<file path="config.mk">
export PLATFORM = sky130hd
export DESIGN_NAME = barrel_shifter_pipe
export DESIGN_NICKNAME = d
export VERILOG_FILES = /design/src/rtl/barrel_shifter_pipe.sv
export SDC_FILE = /design/constraint.sdc
export NUM_CORES = 1
export LEC_CHECK = 0
export ABC_AREA = 0
export CAP_MARGIN = 0
export CORE_UTILIZATION = 35
export DETAILED_ROUTE_END_ITERATION = 8
export GPL_ROUTABILITY_DRIVEN = 0
export GPL_TIMING_DRIVEN = 0
export PLACE_DENSITY_LB_ADDON = 0.3
export SLEW_MARGIN = 5
export SYNTH_ARGS = -nofsm -noshare
export SYNTH_HDL_FRONTEND = slang
export SYNTH_SLANG_ARGS = --single-unit
</file>
<file path="constraint.sdc">
create_clock -name clk -period 1.2 [get_ports clk]
set_input_delay 0.24 -clock clk [delete_from_list [all_inputs] [get_ports clk]]
set_output_delay 0.24 -clock clk [all_outputs]
set_load 0.005 [all_outputs]
</file>
<file path="src/rtl/barrel_shifter_pipe.sv">
// Pipelined barrel shifter: one registered stage per shift-amount bit (LSB stage first).
// A single global stall holds every stage while the output beat waits for downstream.
`timescale 1ns/1ps

module barrel_shifter_pipe #(
  parameter  int DATA_W = 16,
  localparam int AMT_W  = $clog2(DATA_W)
) (
  input  logic              clk,
  input  logic              reset_n,
  input  logic              in_valid,
  output logic              in_ready,
  input  logic [DATA_W-1:0] in_data,
  input  logic [AMT_W-1:0]  in_amt,
  input  logic [2:0]        in_op,
  output logic              out_valid,
  input  logic              out_ready,
  output logic [DATA_W-1:0] out_data,
  output logic              out_zero,
  output logic              out_bad_op
);

  typedef enum logic [2:0] {
    OP_ROR = 3'b000,
    OP_ROL = 3'b001,
    OP_LSR = 3'b010,
    OP_LSL = 3'b011,
    OP_ASR = 3'b100
  } op_e;

  if ((DATA_W < 4) || (DATA_W > 64) || ((DATA_W & (DATA_W - 1)) != 0)) begin : g_bad_param
    $error("barrel_shifter_pipe: DATA_W must be a power of two in 4..64");
  end

  // One stage's worth of work: shift or rotate by a fixed step s (0 < s < DATA_W).
  function automatic logic [DATA_W-1:0] f_shift(input logic [DATA_W-1:0] d,
                                                input logic [2:0]        op,
                                                input int unsigned       s);
    logic [DATA_W-1:0] r;
    r = d;
    case (op)
      OP_ROR:  r = (d >> s) | (d << (DATA_W - s));
      OP_ROL:  r = (d << s) | (d >> (DATA_W - s));
      OP_LSR:  r = d >> s;
      OP_LSL:  r = d << s;
      OP_ASR:  r = $unsigned($signed(d) >>> s);
      default: r = d;
    endcase
    return r;
  endfunction

  logic w_stall;

  for (genvar k = 0; k < AMT_W; k++) begin : g_stage
    localparam int unsigned STEP = 1 << k;

    logic [DATA_W-1:0]  w_data_in;
    logic               w_valid_in;
    logic               w_bad_in;
    logic [2:0]         w_op_in;
    logic [AMT_W-1-k:0] w_amt_in;

    logic [DATA_W-1:0]  r_data;
    logic               r_valid;
    logic               r_bad;

    if (k == 0) begin : g_head
      assign w_data_in  = in_data;
      assign w_valid_in = in_valid;
      assign w_bad_in   = (in_op > OP_ASR);
      assign w_op_in    = in_op;
      assign w_amt_in   = in_amt;
    end else begin : g_link
      assign w_data_in  = g_stage[k-1].r_data;
      assign w_valid_in = g_stage[k-1].r_valid;
      assign w_bad_in   = g_stage[k-1].r_bad;
      assign w_op_in    = g_stage[k-1].g_fwd.r_op;
      assign w_amt_in   = g_stage[k-1].g_fwd.r_amt;
    end

    // NOTE: data is reset too, so out_data reads 0 and out_zero reads 1 while reset is held.
    always_ff @(posedge clk or negedge reset_n) begin
      if (!reset_n) begin
        r_valid <= 1'b0;
        r_data  <= '0;
        r_bad   <= 1'b0;
      end else if (!w_stall) begin
        r_valid <= w_valid_in;
        r_data  <= w_amt_in[0] ? f_shift(w_data_in, w_op_in, STEP) : w_data_in;
        r_bad   <= w_bad_in;
      end
    end

    // Op and the unconsumed amount bits only travel as far as a later stage needs them.
    if (k < AMT_W - 1) begin : g_fwd
      logic [2:0]         r_op;
      logic [AMT_W-2-k:0] r_amt;

      always_ff @(posedge clk or negedge reset_n) begin
        if (!reset_n) begin
          r_op  <= '0;
          r_amt <= '0;
        end else if (!w_stall) begin
          r_op  <= w_op_in;
          r_amt <= w_amt_in[AMT_W-1-k:1];
        end
      end
    end
  end

  assign out_valid  = g_stage[AMT_W-1].r_valid;
  assign out_data   = g_stage[AMT_W-1].r_data;
  assign out_bad_op = g_stage[AMT_W-1].r_bad;
  assign out_zero   = (g_stage[AMT_W-1].r_data == '0);

  // Bubbles are never squeezed out, so a held output freezes the whole pipe.
  assign w_stall  = out_valid & ~out_ready;
  assign in_ready = ~w_stall;

endmodule

</file>
==> run_results.csv, run 1 <==
group,metric,value,unit
outcome,status,"finished with violations",
outcome,violations,"negative setup slack",
cells_and_area,n_fill_cell,975,
power_and_ir_drop,p_leak,2.93,nW
setup_path,end_kind,"primary output",
route,first_pass_iters,5,
grt,grt_pass1_vias,4118,
route,vias_per_cell,5.60,
route,route.vias.total,4230,
floorplanning,initial_core_util,0.366,
yosys,synth_area_leader_cell,"dfrtp_1",
yosys,synth_cells,461,
setup_path,path_class,"reg2out",
yosys,syn-num-nets,488,
yosys,synth_edf_count,0,
placed_design,port_buffers,46,
placed_design,dp_hpwl,8680,um
setup_path,rr_worst_depth,6,
setup_path,rr_endpoint,"g_stage[2].r_data[12]",
grt,grt_overflow_total,0,
yosys,synthesis.area,0.00448,mm^2
clocking,clock_latency,0.35,ns
sta,finalSetupViolCount,96,
cells_and_area,final_util,0.588,
worst_hold_path,min_from,"in_op[1]",
setup_path,cp_max_fo,2,
cells_and_area,final_cell_mix,"86 x dfrtp_1, 46 x buf_6, 43 x nor2_1",
yosys,synthTopCellsByArea,"dfrtp_1 49%, nand2_1 7.3%, o221a_2 6.5%",
yosys,synth_seq_cells,87,
yosys,synth_cell_types,46,
cells_and_area,area_growth,60.9,%
setup_path,critical_path.startpoint_type,"flip-flop",
setup_path,critPathSlowestCell,"dfrtp_1",
grt,grt_max_degree,54,
grt,grt_use_total,0.214,
yosys,yosysWarnings,0,
placed_design,post-place-cells,676,
clocking,clock-root-buffer,"clkbuf_16",
sta,rsz0062_at_grt,"true",
yosys,synth-seq-area-share,0.486,
sta,skew,0.00806,ns
clocking,tritoncts,"done",
route,first_iter_violations,206,
sta,setup_slack,-0.410,ns
clocking,cts_num_sinks,87,
setup_path,critPathArrivalTime,1.37,ns
floorplanning,die_area,0.0133,mm^2
route,totalWireLength,14200,um
floorplanning,row_count,40,
sta,hold_viol,0,
yosys,synth_top_cell_area_share,0.486,
cells_and_area,multiInputGateArea,0.00279,mm^2
floorplanning,core,0.0123,mm^2
sta,slew_headroom,0.655,
setup_path,r2r_start,"out_valid",
yosys,synth_ff_type,"dfrtp_1",
clocking,cts_buffer_depth,2,
route,ant_nets,0,
cells_and_area,final_common_cell,"dfrtp_1",
floorplanning,fp.dieH,115,um
setup_path,cp_num_buf_inv,1,
setup_path,critPathRequiredTime,0.96,ns
sta,max_freq,0.621,GHz
cells_and_area,stdcell_count,755,
setup_path,cp_slowest_stage_delay,0.41,ns
worst_hold_path,whs_endpoint,"g_stage[0].g_fwd.r_op[1]",
floorplanning,ios,47,
cells_and_area,fin_nets,609,
worst_hold_path,hold_path_depth,3,
clocking,cts_buffers,9,
setup_path,ff2ff_setup_slack,-0.40,ns
route,post_drt_wl_per_cell,18.8,um
cells_and_area,seqCellArea,0.00218,mm^2
setup_path,path_cells,"nor4_4, and4_1, buf_2",
worst_hold_path,worstHoldPathType,"in2reg",
cells_and_area,drive_above_1_share,0.458,
cells_and_area,antenna_cells,0,
floorplanning,die_w,115,um
clocking,cts.reportedPaths.clkPinSlew,0.06,ns
setup_path,cpLargestDelayFamily,"simple AND/OR/NAND/NOR gates",
yosys,avgSynthCellArea,9.72,um^2
power_and_ir_drop,ir_worst_vdd,0.00113,V
grt,antenna_found_initial,0,
sta,period_minus_slack,1.61,ns
sta,drv_slew,0,
grt,grt_pass1_wl,21500,um
yosys,async_reset_ff_frac,1.00,
clocking,cts_max_level,3,
route,drc,0,
flow_run,cap_violations,0,
sta,worstMarginPinSlew,0.516,ns
power_and_ir_drop,power.density,2680,mW/mm^2
sta,post-route-period-util,1.34,
state kept, by name, summed over array words and instances (netlist names):
signal	count
g_stage.r_data	48
out_data	16
out_bad_op	1
g_stage.r_bad	3
out_valid	1
g_stage.g_fwd.r_amt	6
g_stage.g_fwd.r_op	9
g_stage.r_valid	3
power by group:
part	internal, mW	switching, mW
Clock	1.72	1.15
Sequential	4.19	1.72
Combinational	5.91	4.66
worst max path at each step:
stage | from | to | cells past startpoint
floorplan | out_valid | g_stage[2].r_data[10] | 5
global placement | reset_n | g_stage[0].r_valid | 1
detailed placement | out_ready | in_ready | 7
CTS | out_data[14] | out_zero | 3
global route | out_data[9] | out_zero | 3
finish | out_data[7] | out_zero | 3
per-stage QoR:
step	setup TNS (ns)	worst slack [ns]	cell area, um^2	hold WS (ns)	power (mW)
after floorplan	-6.38	-0.168	4530	-0.0556	9.45
after global placement	-320.78	-3.15	5200	0.447	11.5
after detailed placement	-49.03	-0.963	5230	0.233	11.7
after CTS	-26.35	-0.421	6760	0.367	17.7
after global routing	-31.75	-0.463	7210	0.243	20.3
final	-27.20	-0.410	7210	0.228	19.3
worst min-delay path: cells and delay by family:
family | cells | cell delay, ns
buffers and inverters | 1 | 0.17
and+or+nand+nor | 2 | 0.14
kinds of logic (layout without fill, tap and decap cells):
kind of cell    count (synthesis)  count (layout)  share of synthesized area
simple gates                  174             174                      0.174
compound gates                147             147                      0.266
flops                          87              87                      0.486
buf+inv                        47             173                     0.0597
mux                             5               5                     0.0114
fa+ha+maj                       1               1                    0.00223
per-layer routing:
layer | vias up | part of all wire | global-route usage | wire (um)
met1 | 2062 | 0.41 | 0.269 | 5890
met4 | 0 | 0.025 | 0.0745 | 359
met5 | - | 0 | 0 | 0
li1 | 1989 | - | - | -
met3 | 33 | 0.047 | 0.0411 | 661
met2 | 146 | 0.51 | 0.369 | 7290
area by class of cell:
type | instances | share of cell area
Multi-Input combinational cell | 327 | 0.386
Clock inverter | 5 | 0.00781
Tap cell | 168 | 0.0292
Buffer | 37 | 0.0528
Timing Repair Buffer | 112 | 0.182
Sequential cell | 87 | 0.302
Clock buffer | 11 | 0.0351
Inverter | 8 | 0.00521
Yosys cell counts, types with 11 or more instances:
cell      instances
a22oi_1          11
buf_2            15
clkbuf_1         11
dfrtp_1          87
nand2_1          87
nand2b_1         13
nor2_1           47
o21ai_0          21
o221a_2          26
o22ai_1          21
o32a_1           12
o32ai_1          23
timing repair:
action                     CTS  global route
gates resized for setup    246            96
hold endpoints to repair    34             0
hold buffers                 1             0
setup endpoints to repair  107           107
buffers inserted            42            17
pin swaps                   43            18
cloned                       9             5
Note: power is estimated with default switching activity, not from simulation.
==> run 2, diff against run 1 <==
- SKIP_LAST_GASP: default -> 1
- clock period: 1.2 -> 1.43 ns (I/O delays scaled with it)
==> run 2 against run 1 <==
Compared with the run above: the flow still finishes with violations (negative setup slack); routed wire length is 5.1% lower; combinational power is 26% lower; first-iteration DRC count is 2.4% lower; clock power is 5% lower; non-clock buffer count is 12 lower; final area is 4.4% lower; worst hold slack better by 0.22 ns; largest cell class unchanged.
==> run_results.csv, run 2 (synthesis gave the netlist of run 1 again) <==
group,metric,value,unit
outcome,status,"finished with violations",
outcome,violations,"negative setup slack",
sta,drv_slew,0,
worst_hold_path,min_from,"in_op[2]",
placed_design,dp_hpwl,8680,um
route,first_pass_iters,4,
clocking,tritoncts,"done",
floorplanning,row_count,40,
sta,post-route-period-util,1.14,
route,drc,0,
setup_path,critical_path.startpoint_type,"flip-flop",
placed_design,port_buffers,46,
route,first_iter_violations,201,
setup_path,r2r_start,"out_valid",
sta,hold_viol,0,
cells_and_area,n_fill_cell,1025,
clocking,clock-root-buffer,"clkbuf_16",
clocking,clock_latency,0.34,ns
cells_and_area,final_common_cell,"dfrtp_1",
setup_path,end_kind,"primary output",
floorplanning,ios,47,
setup_path,path_class,"reg2out",
sta,worstMarginPinSlew,0.570,ns
floorplanning,initial_core_util,0.366,
route,route.vias.total,4144,
sta,slew_headroom,0.620,
setup_path,critPathSlowestCell,"dfrtp_1",
setup_path,cp_num_buf_inv,1,
floorplanning,fp.dieH,115,um
floorplanning,die_area,0.0133,mm^2
sta,fin_hold_ws,0.446,ns
power_and_ir_drop,power.total,15.4,mW
setup_path,rr_worst_depth,7,
route,ant_nets,0,
sta,setup_slack,-0.202,ns
setup_path,cpLargestDelayFamily,"simple AND/OR/NAND/NOR gates",
clocking,cts_buffers,9,
clocking,cts.reportedPaths.clkPinSlew,0.06,ns
setup_path,cp_slowest_stage_delay,0.42,ns
cells_and_area,regMostFlops,"g_stage.r_data",
sta,max_freq,0.613,GHz
power_and_ir_drop,ir_worst_vdd,0.000856,V
grt,grt_overflow_total,0,
route,post_drt_wl_per_cell,18.1,um
grt,grt_max_degree,45,
sta,skew,0.00700,ns
setup_path,cp_max_fo,3,
cells_and_area,antenna_cells,0,
sta,period_minus_slack,1.63,ns
setup_path,path_cells,"nor4_4, and4_1, buf_2",
worst_hold_path,worstHoldPathType,"in2reg",
grt,antenna_found_initial,0,
cells_and_area,fin_nets,597,
worst_hold_path,hold_path_depth,3,
grt,grt_pass1_wl,20900,um
power_and_ir_drop,p_leak,2.79,nW
route,totalWireLength,13500,um
setup_path,critPathArrivalTime,1.35,ns
sta,rsz0062_at_grt,"true",
grt,grt_pass1_vias,4029,
setup_path,ff2ff_setup_slack,-0.16,ns
grt,grt_use_total,0.207,
clocking,cts_num_sinks,87,
cells_and_area,final_cell_mix,"86 x dfrtp_1, 63 x nand2_1, 45 x nor2_1",
placed_design,dp_slack,-0.983,ns
sta,finalSetupViolCount,74,
setup_path,rr_endpoint,"g_stage[2].r_data[1]",
worst_hold_path,whs_endpoint,"g_stage[0].g_fwd.r_op[2]",
setup_path,critPathRequiredTime,1.14,ns
cells_and_area,area_growth,53.8,%
cells_and_area,drive_above_1_share,0.367,
clocking,cts_buffer_depth,2,
flow_run,cap_violations,0,
power_and_ir_drop,power.density,2240,mW/mm^2
floorplanning,die_w,115,um
clocking,cts_max_level,3,
floorplanning,core,0.0123,mm^2
route,vias_per_cell,5.58,
cells_and_area,largest_register_ffs,48,
[run 2: changes by cell type in the layout (fill, tap and decap cells not counted), moves of 5 or more]
cell	previous run	this run
nand2_1	40	63
buf_6	46	24
nand2_2	36	18
dlygate4sd2_1	1	17
clkbuf_2	10	4
nand2_4	10	5
[run 2: through the flow]
step | setup TNS, ns | cells | utilization | cell area [um^2]
after floorplan | 0 | 461 | - | 4480
after global placement | -289.76 | 675 | 0.420 | 5150
after detailed placement | -37.84 | 676 | 0.422 | 5170
after CTS | -6.47 | 725 | 0.512 | 6270
after global routing | -11.91 | 743 | 0.562 | 6890
final | -8.21 | 743 | 0.562 | 6890
[run 2: metal layers]
layer  part of all wire  wire length, um  global-route usage  vias to the layer above
li1                   -                -                   -                     1956
met1               0.44             5960               0.258                     2035
met2               0.49             6560               0.347                      129
met3              0.046              615              0.0432                       24
met4              0.026              344              0.0892                        0
met5                  0                0                   0                        -
[run 2: area by class of cell]
cell class / count / area [um^2] / area share
Multi-Input combinational cell: 327 / 2680 / 0.389
Sequential cell: 87 / 2180 / 0.316
Timing Repair Buffer: 100 / 1090 / 0.159
Buffer: 37 / 347 / 0.0503
Clock buffer: 10 / 239 / 0.0347
Tap cell: 168 / 210 / 0.0305
Clock inverter: 6 / 108 / 0.0156
Inverter: 8 / 37.5 / 0.00545
[run 2: worst max-delay path by stage]
| stage | from | end | slack (ns) | cells past startpoint |
|---|---|---|---|---|
| 3_3_place_gp | reset_n | g_stage[0].r_valid | -2.93 | 1 |
| 3_5_place_dp | out_ready | in_ready | -0.98 | 7 |
| 4_1_cts | out_data[14] | out_zero | -0.23 | 3 |
| 5_1_grt | out_data[9] | out_zero | -0.26 | 3 |
| 2_1_floorplan | out_valid | g_stage[1].r_data[0] | 0.05 | 6 |
| 6_report | out_data[9] | out_zero | -0.20 | 3 |
[run 2: where the power goes]
part | total [mW] | internal (mW) | switching (mW)
logic | 7.85 | 4.31 | 3.54
clock network | 2.72 | 1.75 | 0.972
registers | 4.87 | 3.51 | 1.36
[run 2: worst register-to-register path: stages (launching register included)]
cell     delay [ns]
dfrtp_1        0.37
nor2b_4        0.16
buf_6          0.12
buf_12         0.13
a211o_4        0.33
buf_6          0.16
o22ai_2        0.15
nor2_1         0.06
[run 2: what timing repair did]
item / 4_1_cts / 5_1_grt
buffers inserted: 26 / 24
endpoints found under the setup margin: 104 / 89
cloned: 6 / 4
resized for setup: 141 / 106
hold buffers: 1 / 0
pin swaps: 28 / 25
endpoints found under the hold margin: 43 / 0
